[src/rtl/vga_color_panel.sv]
// vga_color_panel: 640x480 VGA timing generator painting four colour boxes.
// Colour word is latched once per frame at the frame wrap.
module vga_color_panel #(
   parameter int          H_VISIBLE  = 640,
   parameter int          H_FP       = 16,
   parameter int          H_SYNC     = 96,
   parameter int          H_BP       = 48,
   parameter int          V_VISIBLE  = 480,
   parameter int          V_FP       = 10,
   parameter int          V_SYNC     = 2,
   parameter int          V_BP       = 33,
   parameter int          CLK_DIV    = 4,
   parameter int          BOX_MARGIN = 16,
   parameter int          BOX_TOP    = 160,
   parameter int          BOX_HEIGHT = 160,
   parameter logic [11:0] BG_COLOR   = 12'h000
) (
   input  logic        clk,
   input  logic        reset,
   input  logic [47:0] full_color,
   output logic        hsync,
   output logic        vsync,
   output logic [3:0]  vga_r,
   output logic [3:0]  vga_g,
   output logic [3:0]  vga_b,
   output logic        frame_start
);

   localparam int H_TOTAL = H_VISIBLE + H_FP + H_SYNC + H_BP;
   localparam int V_TOTAL = V_VISIBLE + V_FP + V_SYNC + V_BP;
   localparam int DIV_W   = (CLK_DIV > 1) ? $clog2(CLK_DIV) : 1;
   localparam int SLOT_PX = 160;

   logic [DIV_W-1:0] div_q;
   logic [9:0]       h_q;
   logic [9:0]       v_q;
   logic [47:0]      col_q;
   logic             hsync_q;
   logic             vsync_q;
   logic [11:0]      rgb_q;
   logic             fs_q;

   logic             pix_tick;
   logic             h_last;
   logic             v_last;
   logic [1:0]       slot;
   logic [9:0]       x_off;
   logic             visible;
   logic             in_box;
   logic [11:0]      rgb_d;
   logic             hsync_d;
   logic             vsync_d;

   assign pix_tick = (div_q == DIV_W'(CLK_DIV - 1));
   assign h_last   = (h_q == 10'(H_TOTAL - 1));
   assign v_last   = (v_q == 10'(V_TOTAL - 1));

   // Pixel colour and sync levels for the current (pre-advance) position.
   always_comb begin
      slot  = 2'd3;
      x_off = h_q - 10'(3 * SLOT_PX);
      if (h_q < 10'(SLOT_PX)) begin
         slot  = 2'd0;
         x_off = h_q;
      end else if (h_q < 10'(2 * SLOT_PX)) begin
         slot  = 2'd1;
         x_off = h_q - 10'(SLOT_PX);
      end else if (h_q < 10'(3 * SLOT_PX)) begin
         slot  = 2'd2;
         x_off = h_q - 10'(2 * SLOT_PX);
      end
      visible = (h_q < 10'(H_VISIBLE)) && (v_q < 10'(V_VISIBLE));
      in_box  = visible
              && (v_q >= 10'(BOX_TOP))
              && (v_q < 10'(BOX_TOP + BOX_HEIGHT))
              && (x_off >= 10'(BOX_MARGIN))
              && (x_off < 10'(SLOT_PX - BOX_MARGIN));
      rgb_d = 12'h000;
      if (in_box) begin
         unique case (slot)
            2'd0:    rgb_d = col_q[11:0];
            2'd1:    rgb_d = col_q[23:12];
            2'd2:    rgb_d = col_q[35:24];
            default: rgb_d = col_q[47:36];
         endcase
      end else if (visible) begin
         rgb_d = BG_COLOR;
      end
      hsync_d = !((h_q >= 10'(H_VISIBLE + H_FP))
               && (h_q < 10'(H_VISIBLE + H_FP + H_SYNC)));
      vsync_d = !((v_q >= 10'(V_VISIBLE + V_FP))
               && (v_q < 10'(V_VISIBLE + V_FP + V_SYNC)));
   end

   // Clock divider producing one pixel tick every CLK_DIV clocks.
   always_ff @(posedge clk) begin
      if (reset) begin
         div_q <= '0;
      end else if (pix_tick) begin
         div_q <= '0;
      end else begin
         div_q <= div_q + 1'b1;
      end
   end

   // Horizontal and vertical position counters.
   always_ff @(posedge clk) begin
      if (reset) begin
         h_q <= '0;
         v_q <= '0;
      end else if (pix_tick) begin
         if (h_last) begin
            h_q <= '0;
            v_q <= v_last ? 10'd0 : v_q + 10'd1;
         end else begin
            h_q <= h_q + 10'd1;
         end
      end
   end

   // Registered video outputs, one pixel behind the counters.
   always_ff @(posedge clk) begin
      if (reset) begin
         hsync_q <= 1'b1;
         vsync_q <= 1'b1;
         rgb_q   <= 12'h000;
      end else if (pix_tick) begin
         hsync_q <= hsync_d;
         vsync_q <= vsync_d;
         rgb_q   <= rgb_d;
      end
   end

   // Per-frame colour latch and frame_start pulse at the frame wrap.
   always_ff @(posedge clk) begin
      if (reset) begin
         col_q <= '0;
         fs_q  <= 1'b0;
      end else begin
         fs_q <= pix_tick && h_last && v_last;
         if (pix_tick && h_last && v_last) begin
            col_q <= full_color;
         end
      end
   end

   assign hsync       = hsync_q;
   assign vsync       = vsync_q;
   assign vga_r       = rgb_q[11:8];
   assign vga_g       = rgb_q[7:4];
   assign vga_b       = rgb_q[3:0];
   assign frame_start = fs_q;

endmodule

[config.mk]
export PLATFORM = sky130hd
export DESIGN_NAME = vga_color_panel
export DESIGN_NICKNAME = d
export VERILOG_FILES = /design/src/rtl/vga_color_panel.sv
export SDC_FILE = /design/constraint.sdc
export NUM_CORES = 1
export LEC_CHECK = 0
export ABC_CLOCK_PERIOD_IN_PS = 2700
export BUFFER_PORTS_ARGS = -buffer_cell sky130_fd_sc_hd__clkbuf_2
export CORE_AREA = 2 2 102 94
export DETAILED_ROUTE_END_ITERATION = 7
export DIE_AREA = 0 0 104 96
export PLACE_DENSITY_LB_ADDON = 0.15
export RECOVER_POWER = 50
export SLEW_MARGIN = 20
export SYNTH_ARGS = -nofsm -noshare
export SYNTH_HDL_FRONTEND = slang
export SYNTH_SLANG_ARGS = --single-unit
[constraint.sdc]
create_clock -name clk -period 2.7 [get_ports clk]
set_clock_uncertainty 0.15 [all_clocks]
set_input_delay 0.27 -clock clk [delete_from_list [all_inputs] [get_ports clk]]
set_output_delay 0.27 -clock clk [all_outputs]
set_load 0.01 [all_outputs]
# [Word-level counts from Yosys, hierarchy flattened]
# Cells that the tools add are included.
# W data, S select, Z words.
[totals] regBits=85 out_inout_bits=15
[op_classes] n_addsub=6 n_lt_le_gt_ge=13 eq_ne=5 n_mux=10 n_reduce_logical=14
[op_table] cell="$lt A10 B9 Y1 const B" n=5
[op_table] cell="$mux W10" n=5
[op_table] cell="$pmux W12 S3" n=1
[op_table] cell="$add A10 B1 Y10 const B" n=2
[op_table] cell="$eq A10 B10 Y1 const B" n=2
[op_table] cell="$lt A10 B10 Y1 const B" n=2
[op_table] cell="$lt A10 B8 Y1 const B" n=2
[op_table] cell="$sub A10 B9 Y10 const B" n=2
[op_table] cell="$mux W12" n=1
[op_table] cell="$ge A10 B10 Y1 const B" n=1
[op_table] cell="$ge A10 B5 Y1 const B" n=1
[op_table] cell="$ge A10 B8 Y1 const B" n=1
[op_table] cell="$ge A10 B9 Y1 const B" n=1
[op_table] cell="$sub A10 B8 Y10 const B" n=1
[op_table] cell="$logic_and A1 B1 Y1" n=9
[op_table] cell="$eq A2 B2 Y1 const B" n=2
[op_table] cell="$mux W2" n=2
[op_table] cell="$add A2 B1 Y2 const B" n=1
[op_table] cell="$eq A2 B1 Y1 const B" n=1
[op_table] cell="$logic_not A1 Y1" n=2
[op_table] cell="$logic_not A2 Y1" n=1
[op_table] cell="$reduce_and A2 Y1" n=1
[op_table] cell="$reduce_or A2 Y1" n=1
[op_table] cell="$mux W1" n=1

# [Longest topological paths before layout]
# Gate-level depths: netlist of the first run.
[logic_depth] word_depth=8 depth_mapped=11

# [Worst setup path before layout of the first run]
# Ideal clock, no wire load.
[synth_timing] kind="register to register" from="register h_q[7]" to="register col_q[10]" setup_time_ns=0.117 arrival_time_ns=2.201 setup_slack_ns=0.233 path_stages_with_launch=12 path_buffers=4 cell_sequence="dfxtp_1 > clkbuf_1 > inv_1 > ha_1 > and4b_1 > and4_1 > buf_4 > and2_1 > and2b_1 > buf_4 > buf_4 > a22o_1"
[synth_between] elab_chain_len=3
[synth_lines] item="start, declared" line="35" text="logic [9:0] h_q;"
[synth_lines] item="start signal, assigned" line="116" text="h_q <= h_q + 10'd1;"
[synth_lines] item="$eq A10 B10 Y1" line="55" text="assign h_last = (h_q == 10'(H_TOTAL - 1));"
[synth_lines] item="$logic_and A1 B1 Y1 (2 in series)" line="141" text="if (pix_tick && h_last && v_last) begin"
[synth_lines] item="end signal, assigned" line="142" text="col_q <= full_color;"
[synth_lines] item="end, declared" line="37" text="logic [47:0] col_q;"
# Every way passes these cells.
# A chain may end at the register's enable or synchronous reset.

# [Worst setup path in the final report of the first run]
[layout_timing] from="register h_q[6]" to="register rgb_q[9]"
[layout_between] elab_chain_len=8 word_cells_on_any_way=25 classes_between="add/sub (3); order compare (6); eq/ne (2); mux (8); reduce/logical (6)"
[layout_lines] item="$sub A10 B9 Y10, or another cell as far along" line="61" text="x_off = h_q - 10'(3 * SLOT_PX);"
[layout_lines] item="$mux W10" line="68" text="end else if (h_q < 10'(3 * SLOT_PX)) begin"
[layout_lines] item="$mux W10" line="65" text="end else if (h_q < 10'(2 * SLOT_PX)) begin"
[layout_lines] item="$mux W10" line="62" text="if (h_q < 10'(SLOT_PX)) begin"
[layout_lines] item="$ge A10 B5 Y1" line="76" text="&& (x_off >= 10'(BOX_MARGIN))"
[layout_lines] item="$logic_and A1 B1 Y1" line="76"
[layout_lines] item="$logic_and A1 B1 Y1" line="77" text="&& (x_off < 10'(SLOT_PX - BOX_MARGIN));"
[layout_lines] item="$mux W12 (*)" line="79" text="if (in_box) begin"
[layout_lines] item="end signal, assigned" line="130" text="rgb_q <= rgb_d;"
[layout_lines] item="end, declared" line="40" text="logic [11:0] rgb_q;"
# Mark *: on every way between the ends. The rest lies on a longest branch, timed or not.

==> results of run 1 <==
==> synth_stat cells (all sizes together), types with 5 or more instances <==
cell | instances | area share (%)
a21oi | 23 | 3.3
a221oi | 13 | 3.1
a22o | 48 | 12
a32o | 12 | 3.3
buf | 17 | 3.0
clkbuf | 12 | 1.2
dfxtp | 85 | 47
ha | 11 | 3.8
inv | 9 | 0.93
nand2 | 21 | 2.2
nand2b | 5 | 0.86
nand3 | 5 | 0.69
nand4 | 9 | 1.5
nor2 | 35 | 3.6
nor3 | 11 | 1.5
o21ai | 7 | 0.96
xnor2 | 7 | 1.7
xor2 | 11 | 2.6
==> flip-flops by register name, indices dropped and copies added, names as in the netlist <==
name         flops
col_q           48
div_q            2
frame_start      1
h_q             10
hsync            1
rgb_q           12
v_q             10
vsync            1
==> cells in the final DEF, fill, tap and decap left out, types with 2 or more instances in the layout <==
| master | synthesis | routed |
|---|---|---|
| sky130_fd_sc_hd__a32o_1 | 12 | 12 |
| sky130_fd_sc_hd__nor3b_1 | 2 | 2 |
| sky130_fd_sc_hd__mux2i_1 | 2 | 2 |
| sky130_fd_sc_hd__inv_1 | 9 | 9 |
| sky130_fd_sc_hd__nor4_2 | 2 | 2 |
| sky130_fd_sc_hd__bufinv_16 | 0 | 2 |
| sky130_fd_sc_hd__a31oi_1 | 2 | 2 |
| sky130_fd_sc_hd__a221oi_4 | 0 | 2 |
| sky130_fd_sc_hd__clkbuf_1 | 12 | 19 |
| sky130_fd_sc_hd__o21ai_0 | 7 | 7 |
| sky130_fd_sc_hd__nor2_4 | 0 | 2 |
| sky130_fd_sc_hd__a22o_1 | 48 | 48 |
| sky130_fd_sc_hd__nand4_1 | 9 | 9 |
| sky130_fd_sc_hd__buf_12 | 0 | 2 |
| sky130_fd_sc_hd__nand3_1 | 5 | 5 |
| sky130_fd_sc_hd__clkbuf_8 | 0 | 9 |
| sky130_fd_sc_hd__inv_8 | 0 | 2 |
| sky130_fd_sc_hd__dfxtp_1 | 85 | 84 |
| sky130_fd_sc_hd__xor2_1 | 11 | 10 |
| sky130_fd_sc_hd__nand2b_1 | 5 | 5 |
| sky130_fd_sc_hd__a221oi_1 | 13 | 5 |
| sky130_fd_sc_hd__clkbuf_2 | 0 | 49 |
| sky130_fd_sc_hd__nor2b_1 | 2 | 2 |
| sky130_fd_sc_hd__nor3_1 | 11 | 11 |
| sky130_fd_sc_hd__a21oi_2 | 1 | 2 |
| sky130_fd_sc_hd__ha_1 | 11 | 11 |
| sky130_fd_sc_hd__buf_4 | 7 | 20 |
| sky130_fd_sc_hd__dlygate4sd3_1 | 0 | 47 |
| sky130_fd_sc_hd__a221oi_2 | 0 | 6 |
| sky130_fd_sc_hd__a21oi_1 | 22 | 21 |
| sky130_fd_sc_hd__nand2_1 | 21 | 21 |
| sky130_fd_sc_hd__and3_1 | 2 | 2 |
| sky130_fd_sc_hd__inv_6 | 0 | 2 |
| sky130_fd_sc_hd__nor2_1 | 35 | 34 |
| sky130_fd_sc_hd__and2_1 | 3 | 2 |
| sky130_fd_sc_hd__xnor2_1 | 7 | 7 |
==> metrics by stage <==
stage / cell area (um2) / util [%] / power, W
global route: 4970 / 55.7 / 0.00252
CTS: 4900 / 54.9 / 0.00247
global placement: 4180 / 46.9 / 0.00137
floorplan: 3650 / - / 0.00132
detailed placement: 4180 / 46.9 / 0.00137
finish: 4970 / 55.7 / 0.00243
==> worst min-delay path by stage <==
| stage | start | to | slack [ns] | cells after the start |
|---|---|---|---|---|
| after floorplan | full_color[10] | col_q[10]$_SDFFE_PP0P_ | 0.25 | 1 |
| after global placement | div_q[0]$_SDFF_PP0_ | div_q[0]$_SDFF_PP0_ | 0.27 | 1 |
| after detailed placement | div_q[0]$_SDFF_PP0_ | div_q[0]$_SDFF_PP0_ | 0.27 | 1 |
| after CTS | full_color[47] | col_q[47]$_SDFFE_PP0P_ | 0.0001 | 2 |
| after global routing | full_color[47] | col_q[47]$_SDFFE_PP0P_ | 0.02 | 2 |
| final | full_color[47] | col_q[47]$_SDFFE_PP0P_ | 0.01 | 2 |
==> power by group through the flow <==
| stage | registers [W] | clock network (W) | logic (W) |
|---|---|---|---|
| after detailed placement | 0.00129 | 0 | 0.0000816 |
| final | 0.00126 | 0.00104 | 0.000134 |
| after global routing | 0.00126 | 0.00111 | 0.000146 |
| after global placement | 0.00129 | 0 | 0.0000813 |
| after CTS | 0.00126 | 0.00107 | 0.000137 |
| after floorplan | 0.00129 | 0 | 0.0000336 |
==> final cells by class <==
class	count	area, um2
fill	829	3950
sequential	85	1700
clock inverter	7	105
multi-input combinational	252	1860
timing repair buffer	138	988
tap	122	153
inverter	9	33.8
clock buffer	9	124
==> worst reg2reg max path, stage by stage, from the launching register on <==
cell	delay (ns)
sky130_fd_sc_hd__dfxtp_1	0.40
sky130_fd_sc_hd__inv_1	0.10
sky130_fd_sc_hd__ha_1	0.24
sky130_fd_sc_hd__nand2b_1	0.23
sky130_fd_sc_hd__nand2b_1	0.16
sky130_fd_sc_hd__buf_6	0.21
sky130_fd_sc_hd__a21oi_1	0.07
sky130_fd_sc_hd__buf_4	0.21
sky130_fd_sc_hd__a221oi_2	0.38
sky130_fd_sc_hd__a21oi_1	0.11
sky130_fd_sc_hd__a32o_1	0.27
==> repair_timing <==
item                                    4_1_cts  5_1_grt
gates resized for setup                       2       12
buffers inserted                              0        1
endpoints found under the setup margin       60       12
hold endpoints to repair                     47        0
gates cloned                                  1        0
pin swaps                                     0        1
hold buffers                                 47        0
==> metal layers <==
layer	share of wire, %	routed length [um]
met1	49	4670
met2	45	4360
met3	4.6	445
met4	1.3	125
met5	0	0
==> kinds of logic after synthesis <==
group	Yosys count	synth area share, %
and+or+nand+nor	107	15.1
xor gates and xnor gates	18	4.32
DFF	85	46.7
adders and majority gates	11	3.77
muxes	2	0.549
AOI/OAI and AO/OA	113	24.4
buffers and inverters	38	5.11
==> results.json, run 1 <==
{
  "status": "complete, no violations",
  "gp_congestion": 0.824,
  "p_leak_nw": 2.00,
  "cp.arrival_ns": 2.73,
  "die_area_mm2": 0.00998,
  "post-route-min-period_ns": 2.62,
  "cap_violations": 0,
  "synth_cells": 374,
  "clock.fmax_ghz": 0.381,
  "crit_family": "compound AO/OA/AOI/OAI gates",
  "setup_repair_after_global_routing_missed_its_margin": "true",
  "crit_path_cell_trace": "inv_1 > ha_1 > nand2b_1 > nand2b_1 > buf_6 > a21oi_1 > buf_4 > a221oi_2 > a21oi_1 > a32o_1",
  "dp_slack_ns": -0.0226,
  "cts.path.max_buffers": 2,
  "worst_path_max_delay_cell": "sky130_fd_sc_hd__dfxtp_1",
  "met3_usage_pct": 4.47,
  "first_global_vias": 3003,
  "place.detailed.hpwl_mm": 6.30,
  "synthesis.yosys.warnings": 0,
  "initial_utilization_pct": 40.9,
  "fin_cells": 622,
  "p_sw_w": 0.000558,
  "drive_above_1_share_pct": 21.4,
  "worst_hold_path_type": "in -> reg",
  "clockPowerShare_pct": 42.7,
  "route.detailed.vias_per_inst": 5.26,
  "final_net_count": 556,
  "fin_tns_setup_ns": 0,
  "insertedDiodeCount": 0,
  "final-max-slew-violation-count": 0,
  "p_int_w": 0.00188,
  "cts_root_buf": "sky130_fd_sc_hd__clkbuf_8",
  "pin_count": 65,
  "timing.rr.start": "h_q[6]$_SDFFE_PP0N_",
  "setup.worst_path.start": "h_q[6]$_SDFFE_PP0N_",
  "port_bufs": 64,
  "drt_iter0_markers": 148,
  "core_area_mm2": 0.00892,
  "p_seq_share_pct": 51.8,
  "timing.final.setup_violations": 0,
  "part_of_the_total_power_dissipated_in_combinational_logic_pct": 5.5,
  "cp.buffers_inverters": 3,
  "number_of_clock_sinks": 85,
  "layout_worst_path_cycle_share_pct": 97.2,
  "antenna_left": 0,
  "synth_enable_flop_cells": 0,
  "top_usage_layer": "met2",
  "grt_use_total_pct": 19.6,
  "irDropWorstVdd_mv": 0.264,
  "route.vias.total": 3271,
  "drc": 0,
  "r2r_end": "rgb_q[9]$_SDFFE_PP0N_",
  "postLayoutSetupSlackWorst_ns": 0.0752,
  "synth_sequential_area_ratio_pct": 46.7,
  "clkTransAtPathRegs_ns": 0.09,
  "worst-setup-path-type": "reg -> reg",
  "hold_viol": 0,
  "synth_async_reset_ratio_pct": 0,
  "critical_path.endpoint_type": "register",
  "die-height_um": 96,
  "netlist_area_mm2": 0.00365,
  "worstMarginPinSlew_ns": 0.626,
  "syn-num-nets": 435,
  "p_per_area_mw_per_mm2": 490,
  "clk-insertion-delay-late_ns": 0.36,
  "globalRoute.totalOverflow": 0,
  "detail_route.wirelength_mm": 9.60,
  "required_ns": 2.81,
  "timing.reg2reg.setup_slack_ns": 0.08,
  "post_synth_num_cell_types": 47,
  "antenna_violations_before_repair": 0,
  "synth_area_per_inst_um2": 9.75,
  "worstRegToRegCells": 10,
  "globalRouteMet1Util_pct": 27.6,
  "path_depth": 10,
  "grt_start_max_net_pins": 50,
  "cts-buffers-inserted": 9,
  "timing.slew.headroom_pct": 58.3,
  "fin_hold_ws_ns": 0.0111,
  "ys.flop_type": "sky130_fd_sc_hd__dfxtp_1",
  "area_growth_pct": 36.2,
  "tritoncts": "done",
  "start_kind": "register",
  "die_w_um": 104,
  "routed_length_per_placed_instance_um": 15.4,
  "end_point_of_the_critical_path": "rgb_q[9]$_SDFFE_PP0N_",
  "switching_fraction_pct": 22.9,
  "firstDrtPassIters": 5,
  "ctsHtreeMaxLevel": 3,
  "critical_path.max_stage_delay_ns": 0.40,
  "grt_first_pass_wirelength_mm": 15.3,
  "std_cell_rows": 33,
  "worst-path-max-fanout": 13,
  "place_inst": 557,
  "grt_util_met2_pct": 30.2,
  "yosys_register_bits": 85
}
(Power assumes the default switching activity.)
==> inputs of run 2 (changes only) <==
CELL_PAD_IN_SITES_DETAIL_PLACEMENT = 2   (was default)
CELL_PAD_IN_SITES_GLOBAL_PLACEMENT = 2   (was default)
CORE_AREA = 2 2 113 104   (was 2 2 102 94)
DIE_AREA = 0 0 115 106   (was 0 0 104 96)
SLEW_MARGIN = default   (was 20)
==> run 2 against run 1 <==
Global-route usage increased by 2.5 points. Final cell count up 2.3%. Wire length grew 41%. Non-clock buffer count shrank 1. Combinational power about the same. Hold slack worse by 0.0050 ns. Design area up 3.7%. Worst setup slack worse by 0.0076 ns. Sequential share of layout area shrank 1.2 points. Maximum frequency down 0.29%. Critical path type unchanged. Largest cell class unchanged. Largest power group is now the clock network.
==> results.json, run 2 (synthesis results as in run 1) <==
{
  "status": "complete, no violations",
  "routed_length_per_placed_instance_um": 21.3,
  "hold_viol": 0,
  "p_per_area_mw_per_mm2": 541,
  "grt_first_pass_wirelength_mm": 20.4,
  "fin_cells": 636,
  "detail_route.wirelength_mm": 13.6,
  "worstMarginPinSlew_ns": 0.746,
  "route.detailed.vias_per_inst": 5.45,
  "clkTransAtPathRegs_ns": 0.07,
  "die-height_um": 106,
  "place_inst": 579,
  "cp.arrival_ns": 2.77,
  "cap_violations": 0,
  "layout.core_utilization_pct": 46.3,
  "insertedDiodeCount": 0,
  "port_bufs": 64,
  "worst_hold_path_type": "in -> reg",
  "critical_path.max_stage_delay_ns": 0.52,
  "globalRoute.totalOverflow": 0,
  "start_kind": "register",
  "cts-buffers-inserted": 9,
  "commonest_non_fill_non_tap_cell_in_the_layout": "sky130_fd_sc_hd__dfxtp_1",
  "drive_above_1_share_pct": 24.6,
  "area_growth_pct": 41.2,
  "route.vias.total": 3466,
  "cts.path.max_buffers": 2,
  "final_net_count": 556,
  "timing.critical_path.mode_cell": "sky130_fd_sc_hd__nand2b_1",
  "first_global_vias": 3762,
  "total_power_w": 0.00278,
  "cts_root_buf": "sky130_fd_sc_hd__clkbuf_16",
  "grt_start_max_net_pins": 50,
  "worst_path_max_delay_cell": "sky130_fd_sc_hd__a21oi_2",
  "die_area_mm2": 0.0122,
  "firstDrtPassIters": 4,
  "timing.slew.headroom_pct": 50.2,
  "ctsHtreeMaxLevel": 3,
  "core_area_mm2": 0.0111,
  "antenna_violations_before_repair": 0,
  "layout_common_cells": "84 x sky130_fd_sc_hd__dfxtp_1, 49 x sky130_fd_sc_hd__clkbuf_2, 48 x sky130_fd_sc_hd__a22o_1, 39 x sky130_fd_sc_hd__dlygate4sd3_1, 34 x sky130_fd_sc_hd__nor2_1",
  "layout_worst_path_cycle_share_pct": 97.5,
  "place.detailed.hpwl_mm": 8.20,
  "critical_path.endpoint_type": "register",
  "required_ns": 2.84,
  "clock.fmax_ghz": 0.380,
  "worst-setup-path-type": "reg -> reg",
  "p_leak_nw": 2.06,
  "fin_hold_ws_ns": 0.00613,
  "initial_utilization_pct": 32.8,
  "die_w_um": 115,
  "antenna_left": 0,
  "crit_path_cell_trace": "inv_1 > ha_1 > nand2b_1 > nand2b_1 > buf_12 > a21oi_2 > a221oi_4 > a21oi_1 > a32o_1",
  "pin_count": 65,
  "irDropWorstVdd_mv": 0.379,
  "layout_top_registers": "col_q (48), rgb_q (12)",
  "grt_use_total_pct": 22.1,
  "timing.final.setup_violations": 0,
  "drc": 0,
  "post-route-min-period_ns": 2.63,
  "tritoncts": "done",
  "number_of_clock_sinks": 85,
  "postLayoutSetupSlackWorst_ns": 0.0676,
  "largest_reg_flops": 48,
  "clk-insertion-delay-late_ns": 0.35,
  "drt_iter0_markers": 168,
  "std_cell_rows": 37,
  "final-max-slew-violation-count": 0,
  "registers.top_by_ff_count": "col_q",
  "dp_slack_ns": -0.281,
  "gp_congestion": 0.824,
  "worst-path-max-fanout": 14
}
==> run 2: cell count changes in the layout (fill, tap and decap cells not counted), moves of 2 or more <==
| cell | delta |
|---|---|
| sky130_fd_sc_hd__buf_4 | +10 |
| sky130_fd_sc_hd__clkbuf_16 | +9 |
| sky130_fd_sc_hd__clkbuf_8 | -8 |
| sky130_fd_sc_hd__dlygate4sd3_1 | -8 |
| sky130_fd_sc_hd__a221oi_1 | -4 |
| sky130_fd_sc_hd__a221oi_2 | +2 |
| sky130_fd_sc_hd__a221oi_4 | +2 |
| sky130_fd_sc_hd__clkbuf_1 | -2 |
| sky130_fd_sc_hd__clkinvlp_4 | +2 |
| sky130_fd_sc_hd__inv_8 | -2 |
==> run 2: critical path: cells and delay by family (launching register included) <==
family,cells,cell delay (ns)
and+or+nand+nor,2,0.41
adders and majority gates,1,0.24
DFF,1,0.34
buffers and inverters,2,0.35
AOI/OAI and AO/OA,4,1.07
==> run 2: routing by layer <==
metal	part of all wire [%]	track usage [%]
met5	0	0
met3	4.3	5.02
met4	1.4	7.23
met2	51	36.5
met1	44	28.6
==> run 2: report_power, final <==
group	switching (W)	total, W	internal, W
clock	0.000544	0.00139	0.000843
combinational	0.0000623	0.000135	0.0000728
sequential	0.00000321	0.00126	0.00126
total	0.000610	0.00278	0.00217
==> run 2: what timing repair did <==
item,in CTS,in global routing
cloned,1,1
endpoints found under the hold margin,39,0
resized for setup,5,22
setup endpoints to repair,60,12
pin swaps,0,2
hold buffers,39,0
setup buffers,0,0
==> run 2: through the flow <==
step           TNS (ns)  instance area, um2
6_report              0                5150
5_1_grt         -0.0894                5150
4_1_cts               0                5010
3_5_place_dp      -3.12                4260
3_3_place_gp      -1.35                4260
2_1_floorplan         0                3650
==> run 2: area by class of cell <==
class	instances	area [um2]
clock buffers	10	239
clock inverters	6	92.6
fillers	1171	5960
inverters	9	33.8
multi-input cells	253	1950
flip-flops and latches	85	1700
well taps	136	170
repair buffers	137	965
==> run 2: final timing paths <==
path	from	endpoint	slack, ns	depth (start not counted)
max	h_q[7]$_SDFFE_PP0N_	rgb_q[11]$_SDFFE_PP0N_	0.07	9
min	full_color[26]	col_q[26]$_SDFFE_PP0P_	0.006	2
max reg2reg	h_q[7]$_SDFFE_PP0N_	rgb_q[11]$_SDFFE_PP0N_	0.07	9
min reg2reg	div_q[0]$_SDFF_PP0_	div_q[0]$_SDFF_PP0_	0.30	1
==> inputs of run 3 (changes only) <==
ABC_CLOCK_PERIOD_IN_PS = 2760   (was 2700)
GPL_TIMING_DRIVEN = 0   (was default)
clock period = 2.76 ns   (was 2.7 ns; I/O delays follow)
==> run 3 against run 2 <==
Critical path depth stayed put. Clock power down 4%. Clock-buffer cell count fell by 1. Die area stayed put. Register-to-register slack improved by 0.10 ns. Via count is 3.1% lower. Largest power group unchanged. Sequential power barely moved. Non-clock buffer count decreased by 10.
==> results.json, run 3 (synthesis results as in run 1) <==
{
  "std_cell_rows": 37,
  "placed_cell_areas_mm2": 0.00414,
  "cap_violations": 0,
  "critical_path.endpoint_type": "register",
  "insertedDiodeCount": 0,
  "registers.top_by_ff_count": "col_q",
  "drc": 0,
  "setup_repair_after_global_routing_missed_its_margin": "false",
  "route.vias.total": 3357,
  "p_per_area_mw_per_mm2": 551,
  "min_delay_path_depth": 2,
  "number_of_clock_sinks": 85,
  "globalRoute.totalOverflow": 0,
  "cts-buffers-inserted": 9,
  "place.detailed.hpwl_mm": 8.43,
  "clock.fmax_ghz": 0.386,
  "first_global_vias": 3621,
  "r2r_end": "rgb_q[8]$_SDFFE_PP0N_",
  "antenna_left": 0,
  "tritoncts": "done",
  "die_area_mm2": 0.0122,
  "postLayoutCellArea_mm2": 0.00490,
  "commonest_non_fill_non_tap_cell_in_the_layout": "sky130_fd_sc_hd__dfxtp_1",
  "worst-setup-path-type": "reg -> reg",
  "timing.slew.headroom_pct": 60.5,
  "ctsHtreeMaxLevel": 3,
  "layout_common_cells": "84 x sky130_fd_sc_hd__dfxtp_1, 56 x sky130_fd_sc_hd__clkbuf_2, 48 x sky130_fd_sc_hd__a22o_1, 34 x sky130_fd_sc_hd__nor2_1, 33 x sky130_fd_sc_hd__dlygate4sd3_1",
  "hold_path.startpoint": "full_color[30]",
  "die-height_um": 106,
  "core_area_mm2": 0.0111,
  "area_growth_pct": 34.4,
  "die_w_um": 115,
  "worst-path-max-fanout": 10,
  "start_kind": "register",
  "cts_root_buf": "sky130_fd_sc_hd__clkbuf_16",
  "clk-insertion-delay-late_ns": 0.35,
  "port_bufs": 64,
  "clkTransAtPathRegs_ns": 0.07,
  "final_net_count": 544,
  "antenna_violations_before_repair": 0,
  "detail_route.wirelength_mm": 12.2,
  "worstRegToRegCells": 9,
  "firstDrtPassIters": 4,
  "cts.path.max_buffers": 2,
  "worst_hold_path_type": "in -> reg",
  "layout_worst_path_cycle_share_pct": 93.7,
  "final-max-slew-violation-count": 0,
  "fin_cells": 624,
  "timing.final.setup_violations": 0,
  "gp_congestion": 0.744,
  "pin_count": 65,
  "irDropWorstVdd_mv": 0.390,
  "largest_reg_flops": 48,
  "timing.reg2reg.setup_slack_ns": 0.17,
  "worstMarginPinSlew_ns": 0.592,
  "required_ns": 2.90,
  "status": "complete, no violations",
  "drt_iter0_markers": 112,
  "postLayoutSetupSlackWorst_ns": 0.173,
  "layout_top_registers": "col_q (48), rgb_q (12)",
  "routed_length_per_placed_instance_um": 19.5,
  "place_inst": 574,
  "drive_above_1_share_pct": 23.0,
  "hold_viol": 0,
  "initial_utilization_pct": 32.8,
  "dp_slack_ns": -0.420,
  "p_leak_nw": 1.98,
  "timing.rr.start": "h_q[6]$_SDFFE_PP0N_",
  "cp.arrival_ns": 2.72,
  "post-route-min-period_ns": 2.59,
  "endpoint_of_the_worst_hold_path": "col_q[30]$_SDFFE_PP0P_",
  "grt_first_pass_wirelength_mm": 19.8,
  "grt_start_max_net_pins": 16,
  "grt_use_total_pct": 21.2,
  "route.detailed.vias_per_inst": 5.38
}
-- run 3: changes by cell type in the layout (fill, tap and decap cells not counted), sizes merged --
| cell | delta |
|---|---|
| nor2 | -1 |
| dlygate4sd3 | -6 |
| buf | -15 |
| clkbuf | +10 |
| clkinv | +1 |
| a21oi | -1 |
-- run 3: how the worst max path moves through the flow --
| stage | from | endpoint | depth (start not counted) |
|---|---|---|---|
| after global routing | h_q[7]$_SDFFE_PP0N_ | col_q[7]$_SDFFE_PP0P_ | 11 |
| after detailed placement | h_q[7]$_SDFFE_PP0N_ | rgb_q[8]$_SDFFE_PP0N_ | 10 |
| after global placement | h_q[7]$_SDFFE_PP0N_ | rgb_q[8]$_SDFFE_PP0N_ | 10 |
| final | h_q[6]$_SDFFE_PP0N_ | rgb_q[8]$_SDFFE_PP0N_ | 9 |
| after CTS | h_q[7]$_SDFFE_PP0N_ | col_q[5]$_SDFFE_PP0P_ | 11 |
| after floorplan | h_q[7]$_SDFFE_PP0N_ | col_q[10]$_SDFFE_PP0P_ | 11 |
-- run 3: worst max-delay path: stages, from the launching register on --
cell and delay [ns]:
sky130_fd_sc_hd__dfxtp_2 0.36, sky130_fd_sc_hd__ha_1 0.28, sky130_fd_sc_hd__and2_1 0.18, sky130_fd_sc_hd__buf_2 0.17, sky130_fd_sc_hd__a21o_1 0.25, sky130_fd_sc_hd__a211oi_2 0.25
sky130_fd_sc_hd__o221ai_1 0.15, sky130_fd_sc_hd__xor2_1 0.30, sky130_fd_sc_hd__buf_4 0.24, sky130_fd_sc_hd__a32o_1 0.19
-- run 3: routing by layer --
metal | global-route usage (%) | share of wire, %
met3 | 5.07 | 4.2
met2 | 34.3 | 47
met1 | 28.9 | 48
met5 | 0 | 0
met4 | 4.13 | 0.59
-- run 3: stage by stage --
stage / utilization [%] / TNS, ns / hold WS (ns) / power [W]
global route: 44.1 / 0 / -0.000426 / 0.00279
global placement: 37.2 / -5.65 / 0.275 / 0.00135
finish: 44.1 / 0 / 0.00849 / 0.00270
detailed placement: 37.2 / -7.85 / 0.281 / 0.00135
CTS: 43.8 / 0 / 0.00108 / 0.00273
floorplan: - / 0 / 0.251 / 0.00129
-- run 3: area by class of cell --
class / count / area [um2]
clock inverter: 7 / 97.6
timing repair buffer: 98 / 639
sequential: 85 / 1700
multi-input combinational: 251 / 1860
clock buffer: 9 / 225
buffer: 29 / 173
fill: 1212 / 6210
inverter: 9 / 33.8
tap: 136 / 170
-- run 3: timing repair --
item / in CTS / in global routing
setup buffers: 0 / 1
pin swaps: 1 / 0
setup endpoints to repair: 52 / 52
resized for setup: 20 / 14
hold buffers: 31 / 2
endpoints found under the hold margin: 31 / 2
-- run 3: report_power, final --
part / internal [W] / leakage, nW / switching, W
Sequential: 0.00123 / 0.685 / 0.00000317
Clock: 0.000798 / 0.152 / 0.000542
Combinational: 0.0000683 / 1.14 / 0.0000584
